`config.mk`:
```
export PLATFORM = sky130hd
export DESIGN_NAME = mult_div_unit
export DESIGN_NICKNAME = d
export VERILOG_FILES = /design/src/rtl/mult_div_unit.sv
export SDC_FILE = /design/constraint.sdc
export NUM_CORES = 1
export LEC_CHECK = 0
export ABC_AREA = 0
export CORE_MARGIN = 3
export CORE_UTILIZATION = 55
export DETAILED_ROUTE_END_ITERATION = 10
export GPL_ROUTABILITY_DRIVEN = 0
export PLACE_DENSITY = 0.82
export SKIP_LAST_GASP = 1
export SYNTH_ARGS = -nofsm -noshare
export SYNTH_HDL_FRONTEND = slang
export SYNTH_SLANG_ARGS = --single-unit
```
`constraint.sdc`:
```
create_clock -name clk -period 11.2 [get_ports clk]
set_clock_uncertainty 0.05 [all_clocks]
set_input_delay 1.68 -clock clk [delete_from_list [all_inputs] [get_ports clk]]
set_output_delay 1.68 -clock clk [all_outputs]
set_load 0.005 [all_outputs]
```
`src/rtl/mult_div_unit.sv`:
```
// MIPS HI/LO multiply/divide unit: radix-2 iterative, one bit per clock,
// 32 iterations per MULT/MULTU/DIV/DIVU, single-cycle MTHI/MTLO.
module mult_div_unit #(
    parameter int WIDTH = 32
) (
    input  logic             clk,
    input  logic             rst,
    input  logic             start,
    input  logic [2:0]       op,
    input  logic [WIDTH-1:0] rs_data,
    input  logic [WIDTH-1:0] rt_data,
    output logic             busy,
    output logic             done,
    output logic [WIDTH-1:0] hi,
    output logic [WIDTH-1:0] lo
);

    localparam int CW = $clog2(WIDTH);

    localparam logic [2:0] OP_MULT  = 3'b000;
    localparam logic [2:0] OP_MULTU = 3'b001;
    localparam logic [2:0] OP_DIV   = 3'b010;
    localparam logic [2:0] OP_DIVU  = 3'b011;
    localparam logic [2:0] OP_MTHI  = 3'b100;
    localparam logic [2:0] OP_MTLO  = 3'b101;

    typedef enum logic {
        IDLE,
        RUN
    } state_t;

    state_t            state_q;
    logic [CW-1:0]     cnt_q;
    logic              is_div_q;
    logic              sgn_q;
    logic              rneg_q;
    logic              dz_q;
    logic [WIDTH-1:0]  rsraw_q;
    logic [WIDTH-1:0]  mcd_q;
    logic [WIDTH-1:0]  acc_q;
    logic [WIDTH-1:0]  sh_q;
    logic [WIDTH-1:0]  hi_q;
    logic [WIDTH-1:0]  lo_q;
    logic              busy_q;
    logic              done_q;

    // Operand preparation for the launch edge
    logic              signed_op;
    logic              div_op;
    logic              a_neg;
    logic              b_neg;
    logic [WIDTH-1:0]  a_mag;
    logic [WIDTH-1:0]  b_mag;

    always_comb begin
        signed_op = (op == OP_MULT) || (op == OP_DIV);
        div_op    = (op == OP_DIV) || (op == OP_DIVU);
        a_neg     = signed_op & rs_data[WIDTH-1];
        b_neg     = signed_op & rt_data[WIDTH-1];
        a_mag     = a_neg ? (~rs_data + 1'b1) : rs_data;
        b_mag     = b_neg ? (~rt_data + 1'b1) : rt_data;
    end

    // One radix-2 iteration of either datapath
    logic [WIDTH:0]    mul_sum;
    logic [WIDTH:0]    div_shift;
    logic              div_ok;
    logic [WIDTH-1:0]  acc_d;
    logic [WIDTH-1:0]  sh_d;

    always_comb begin
        mul_sum   = {1'b0, acc_q} + (sh_q[0] ? {1'b0, mcd_q} : '0);
        div_shift = {acc_q, sh_q[WIDTH-1]};
        div_ok    = div_shift >= {1'b0, mcd_q};
        if (is_div_q) begin
            acc_d = div_ok ? (div_shift[WIDTH-1:0] - mcd_q)
                           : div_shift[WIDTH-1:0];
            sh_d  = {sh_q[WIDTH-2:0], div_ok};
        end else begin
            acc_d = mul_sum[WIDTH:1];
            sh_d  = {mul_sum[0], sh_q[WIDTH-1:1]};
        end
    end

    // Sign correction applied only on the final write
    logic [2*WIDTH-1:0] prod;
    logic [2*WIDTH-1:0] prod_fix;
    logic [WIDTH-1:0]   quot_fix;
    logic [WIDTH-1:0]   rem_fix;
    logic [WIDTH-1:0]   res_hi;
    logic [WIDTH-1:0]   res_lo;

    always_comb begin
        prod     = {acc_d, sh_d};
        prod_fix = sgn_q ? (~prod + 1'b1) : prod;
        quot_fix = sgn_q ? (~sh_d + 1'b1) : sh_d;
        rem_fix  = rneg_q ? (~acc_d + 1'b1) : acc_d;
        if (!is_div_q) begin
            res_hi = prod_fix[2*WIDTH-1:WIDTH];
            res_lo = prod_fix[WIDTH-1:0];
        end else if (dz_q) begin
            res_hi = rsraw_q;
            res_lo = '1;
        end else begin
            res_hi = rem_fix;
            res_lo = quot_fix;
        end
    end

    always_ff @(posedge clk) begin
        if (rst) begin
            state_q  <= IDLE;
            cnt_q    <= '0;
            is_div_q <= 1'b0;
            sgn_q    <= 1'b0;
            rneg_q   <= 1'b0;
            dz_q     <= 1'b0;
            rsraw_q  <= '0;
            mcd_q    <= '0;
            acc_q    <= '0;
            sh_q     <= '0;
            hi_q     <= '0;
            lo_q     <= '0;
            busy_q   <= 1'b0;
            done_q   <= 1'b0;
        end else begin
            done_q <= 1'b0;
            unique case (state_q)
                IDLE: begin
                    if (start) begin
                        case (op)
                            OP_MULT, OP_MULTU, OP_DIV, OP_DIVU: begin
                                state_q  <= RUN;
                                busy_q   <= 1'b1;
                                cnt_q    <= '0;
                                is_div_q <= div_op;
                                sgn_q    <= a_neg ^ b_neg;
                                rneg_q   <= a_neg;
                                dz_q     <= div_op && (rt_data == '0);
                                rsraw_q  <= rs_data;
                                acc_q    <= '0;
                                mcd_q    <= div_op ? b_mag : a_mag;
                                sh_q     <= div_op ? a_mag : b_mag;
                            end
                            OP_MTHI: hi_q <= rs_data;
                            OP_MTLO: lo_q <= rs_data;
                            default: ;
                        endcase
                    end
                end
                RUN: begin
                    acc_q <= acc_d;
                    sh_q  <= sh_d;
                    cnt_q <= cnt_q + 1'b1;
                    if (cnt_q == CW'(WIDTH - 1)) begin
                        state_q <= IDLE;
                        busy_q  <= 1'b0;
                        done_q  <= 1'b1;
                        hi_q    <= res_hi;
                        lo_q    <= res_lo;
                    end
                end
                default: state_q <= IDLE;
            endcase
        end
    end

    assign busy = busy_q;
    assign done = done_q;
    assign hi   = hi_q;
    assign lo   = lo_q;

endmodule

```
* After elaboration in Yosys (flattened, before gate mapping) *
Index checks and enable logic that the tools add are counted.

word-level totals
  register bits = 204
  output and inout port bits = 66
  word-level logic and storage cells = 96

cells by class
  $add $sub $neg = 8
  magnitude comparators = 1
  equality and inequality tests = 11
  mux-type cells = 41
  bitwise logic cells = 9
  reduce and logical (&&, ||, !) cells = 12

operators by type and width
  cell                                                                     count
  32-bit 2-to-1 mux                                                        24
  32-bit case mux with 2 select lines                                      4
  32-bit by 1-bit adder with 32-bit output, second input constant          4
  32-bit inverter                                                          4
  64-bit by 1-bit adder with 64-bit output, second input constant          1
  64-bit 2-to-1 mux                                                        1
  64-bit inverter                                                          1
  32-bit by 32-bit adder with 33-bit output                                1
  33-bit by 32-bit greater-or-equal comparator with 1-bit output           1
  32-bit logical NOT                                                       1
  32-bit subtractor                                                        1
  3-bit AND reduction                                                      4
  5-bit 2-to-1 mux                                                         2
  5-bit case mux with 2 select lines                                       1
  2-bit by 1-bit inequality test with 1-bit output, second input constant  4
  1-bit 2-to-1 mux                                                         7
  3-bit by 2-bit == test with 1-bit output, second input constant          2
  3-bit == test, second input constant                                     2
  5-bit by 1-bit adder with 5-bit output, second input constant            1
  5-bit == test, second input constant                                     1
  1-bit case mux with 2 select lines                                       2
  4-bit OR reduction                                                       1
  3-bit by 1-bit == test with 1-bit output, second input constant          1
  3-bit logical NOT                                                        1
  other kinds (8)                                                          10

* Longest topological paths before layout *
  depth after elaboration = 10
  depth in mapped cells = 23
  gate-level depth less buffers = 20

* Worst setup path after synthesis *
Ideal clock, no wire load.

  kind = reg-to-reg
  start = register mcd_q[8]
  end = register hi_q[30], in the netlist hi[30]
  data arrival time = 4.677 ns
  data required time = 11.059 ns
  path slack = 6.382 ns
  cell stages (with the launch flop) = 22
  clock period less this slack = 4.818 ns
  path through = dfxtp_1 -> inv_1 -> ha_1 -> buf_2 -> a21o_1 -> a31oi_1 -> o22ai_1 -> o31ai_4 -> clkbuf_1 -> a31o_2 -> ha_1 -> inv_1 -> or2_2 -> nor3_1 -> nand3_1 -> nor3_1 -> nand2_1 -> nor2_1 -> nand3_1 -> nor4_1 -> mux2_2 -> a311oi_1

between the ends
  cells in the longest elaborated chain, start to end = 10

RTL lines
  item                                                                                   RTL line  text
  start, declared                                                                        39        logic [WIDTH-1:0] mcd_q;
  start signal, assigned                                                                 142       mcd_q <= div_op ? b_mag : a_mag;
  32-bit 2-to-1 mux (tied with other cells)                                              72        mul_sum = {1'b0, acc_q} + (sh_q[0] ? {1'b0, mcd_q} : '0);
  32-bit by 32-bit adder with 33-bit output / 32-bit 2-to-1 mux (equally long branches)  72, 76
  32-bit 2-to-1 mux                                                                      75        if (is_div_q) begin
  32-bit inverter                                                                        97        rem_fix = rneg_q ? (~acc_d + 1'b1) : acc_d;
  32-bit by 1-bit adder with 32-bit output                                               97
  32-bit 2-to-1 mux                                                                      97
  32-bit 2-to-1 mux                                                                      101       end else if (dz_q) begin
  32-bit 2-to-1 mux (*)                                                                  98        if (!is_div_q) begin
  32-bit 2-to-1 mux (*)                                                                  155       if (cnt_q == CW'(WIDTH - 1)) begin
  32-bit case mux with 2 select lines (*)                                                128       unique case (state_q)
  end signal, assigned                                                                   145       OP_MTHI: hi_q <= rs_data;
  end signal, assigned                                                                   159       hi_q <= res_hi;
  end, declared                                                                          42        logic [WIDTH-1:0] hi_q;

Every way passes the cells marked *; elsewhere a longest branch is shown, timed or not. The select of a mux whose other input is x is not followed.
A chain may end at the register's enable or synchronous reset.

* Worst setup path in the final report *
  start = register mcd_q[26]
  end = register hi_q[30], in the netlist hi[30]

Same word-level chain as after synthesis.

==> impl_metrics.env <==
export IMPL_status="finished clean"
export IMPL_placedCellCount=2835
export IMPL_ys_types=88
export IMPL_netlist_area_sq_um=17500
export IMPL_crit_path_start_kind="register"
export IMPL_powerDensity_nw_per_um2=120
export IMPL_viasPerCell=7.15
export IMPL_synthFlopType="dfxtp_1"
export IMPL_hold_path_class="register to register"
export IMPL_numCtsBuffers=24
export IMPL_drive_gt1_share_pct=4.87
export IMPL_rr_endpoint="hi[30]$_SDFFE_PP0P_"
export IMPL_antenna_found_initial=2
export IMPL_worstPathMaxFanout=19
export IMPL_slew_viol_final=0
export IMPL_cts_num_sinks=204
export IMPL_drt_initial_drc_count=3642
export IMPL_portBuffers=135
export IMPL_grt_pass1_vias=19000
export IMPL_synth_area_per_cell_sq_um=7.16
export IMPL_cp_arrival_ns=6.81
export IMPL_overflow=0
export IMPL_grt_pass1_wl_mm=108
export IMPL_track_usage_pct=40.3
export IMPL_grt_max_degree=130
export IMPL_finalHoldViolCount=0
export IMPL_most_common_layout_cells="301 x nor2_1, 271 x nand2_1, 208 x a21oi_1"
export IMPL_wl_per_cell_microns=24.8
export IMPL_relSlewSlack_pct=29.7
export IMPL_synth_edf_count=0
export IMPL_drt_pass1_iterations=10
export IMPL_routed_wl_mm=71.4
export IMPL_total_power_mw=2.38
export IMPL_post_cts_setup_buffers=0
export IMPL_synthCells=2447
export IMPL_clk_latency_ns=0.57
export IMPL_fp_dieH_microns=185
export IMPL_pre_cts_slack_ns=5.25
export IMPL_core_rowCount=64
export IMPL_htreeDepth=1
export IMPL_critPathKind="register to register"
export IMPL_cts_root_buf="clkbuf_16"
export IMPL_layout_commonest_cell="nor2_1"
export IMPL_initial_utilization_pct=56.6
export IMPL_whs_ns=0.403
export IMPL_period_share_pct=57.2
export IMPL_num_vias=20600
export IMPL_n_antenna_cell=0
export IMPL_min_period_ns=6.41
export IMPL_critPathCaptureType="register"
export IMPL_die_area_sq_um=34000
export IMPL_async_flop_share_pct=0
export IMPL_worstReg2RegStart="mcd_q[26]$_SDFFE_PP0P_"
export IMPL_nFillCells=2661
export IMPL_cts_repair_resized=0
export IMPL_postLayoutSetupSlackWorst_ns=4.79
export IMPL_timing_max_cap_violations=0
export IMPL_io_pins=136
export IMPL_fmax_mhz=156
export IMPL_drtAntennaViolNets=0
export IMPL_syn_num_nets=2589
export IMPL_rsz0062_at_grt="false"
export IMPL_regArea_sq_um=4090
export IMPL_cts_tree="yes"
export IMPL_drc=0
export IMPL_die_width_microns=185
export IMPL_clk_pin_slew_ns=0.06
export IMPL_setup_viol=0
export IMPL_ir_worst_vdd_uv=107
export IMPL_ys_seq_area_share_pct=23.3
export IMPL_multi_input_area_sq_um=12500
export IMPL_areaGrowthSynthToFinish_pct=12.8
export IMPL_dp_hpwl_mm=52.6
export IMPL_required_ns=11.60
export IMPL_stdcell_count=2879
export IMPL_core_area_sq_um=31000
export IMPL_critPathCapture="hi[30]$_SDFFE_PP0P_"
export IMPL_ff2ff_path_depth=19
export IMPL_holdBufCountCts=0
export IMPL_critPathLaunch="mcd_q[26]$_SDFFE_PP0P_"
export IMPL_tightest_slew_ns=1.05
export IMPL_power_leakage_nw=7.42
export IMPL_ys_warn_count=0
export IMPL_layout_nets=2607
export IMPL_setup_tns_ns=0
export IMPL_r2r_slack_ns=4.79
export IMPL_yosys_register_bits=204
export IMPL_clk_path_buf_depth=3
## cell families (layout without fill, tap and decap cells)
group                      after synthesis  in the layout  share of synthesized area [%]
AOI/OAI and AO/OA                      743            743                           28.4
xor gates and xnor gates               174            174                           8.70
adders and majority gates               72             72                           5.23
buffers and inverters                  243            279                           5.41
DFF                                    204            204                           23.3
muxes                                   63             63                           3.66
and+or+nand+nor                        948            948                           25.3
## state kept, by name (all words and copies together) (netlist names), 5 cells and up
signal,cells
hi,32
acc_q,32
mcd_q,32
sh_q,32
rsraw_q,32
cnt_q,5
lo,32
## cell usage after synthesis, types with 55 or more instances
cell type | instances | area, sq um
nor2_1 | 302 | 1130
nand2_1 | 271 | 1020
a21oi_1 | 209 | 1050
dfxtp_1 | 204 | 4080
clkbuf_1 | 136 | 510
o21ai_0 | 117 | 586
xnor2_1 | 98 | 858
nor3_1 | 90 | 450
xor2_1 | 76 | 666
inv_1 | 73 | 274
ha_1 | 70 | 876
mux2i_1 | 55 | 551
## cell type report
cell class	count	share of cell area [%]
Timing Repair Buffer	160	7.79
Clock buffer	34	3.58
Tap cell	396	2.51
Inverter	75	1.42
Clock inverter	10	0.677
Multi-Input combinational cell	2000	63.3
Sequential cell	204	20.7
## power by group
part	leakage, nW	switching, mW	internal (mW)
registers	1.66	0.0414	0.756
logic	5.35	0.492	0.253
clock network	0.409	0.350	0.490
## through the flow
stage / area, sq um / utilization [%]
floorplan: 17500 / -
global placement: 18900 / 61.1
detailed placement: 18900 / 61.1
CTS: 19800 / 63.8
global route: 19800 / 63.8
finish: 19800 / 63.8
## worst max-delay path, cell delays in order, from the launching register on
cell and delay [ns]:
dfxtp_1 0.38, inv_1 0.06, ha_1 0.38, a21oi_1 0.16, o21ai_0 0.12, a2111oi_0 0.82, o211a_1 0.74, a31o_2 0.34
ha_1 0.20, inv_1 0.07, or2_2 0.30, nor3_1 0.30, nand3_1 0.22, nor3_1 0.57, nand2_1 0.19, nor2_1 0.26
nand3_1 0.23, nor4_1 0.29, mux2_2 0.37, a311oi_1 0.24
## layer usage
metal | routed length, microns | global-route usage, %
met3 | 9820 | 9.33
met1 | 25200 | 51.0
met5 | 13 | 0
met2 | 29900 | 60.5
met4 | 6510 | 28.2
## worst min path at each step
stage                                        start                  endpoint  depth (start not counted)
after global routing       rsraw_q[6]$_SDFFE_PP0P_   rsraw_q[6]$_SDFFE_PP0P_                          2
final                          hi[23]$_SDFFE_PP0P_       hi[23]$_SDFFE_PP0P_                          1
after global placement    rsraw_q[19]$_SDFFE_PP0P_  rsraw_q[19]$_SDFFE_PP0P_                          2
after detailed placement       hi[23]$_SDFFE_PP0P_       hi[23]$_SDFFE_PP0P_                          1
after CTS                  rsraw_q[6]$_SDFFE_PP0P_   rsraw_q[6]$_SDFFE_PP0P_                          2
after floorplan            rsraw_q[0]$_SDFFE_PP0P_   rsraw_q[0]$_SDFFE_PP0P_                          2
Power figures use the tool's default switching activity.
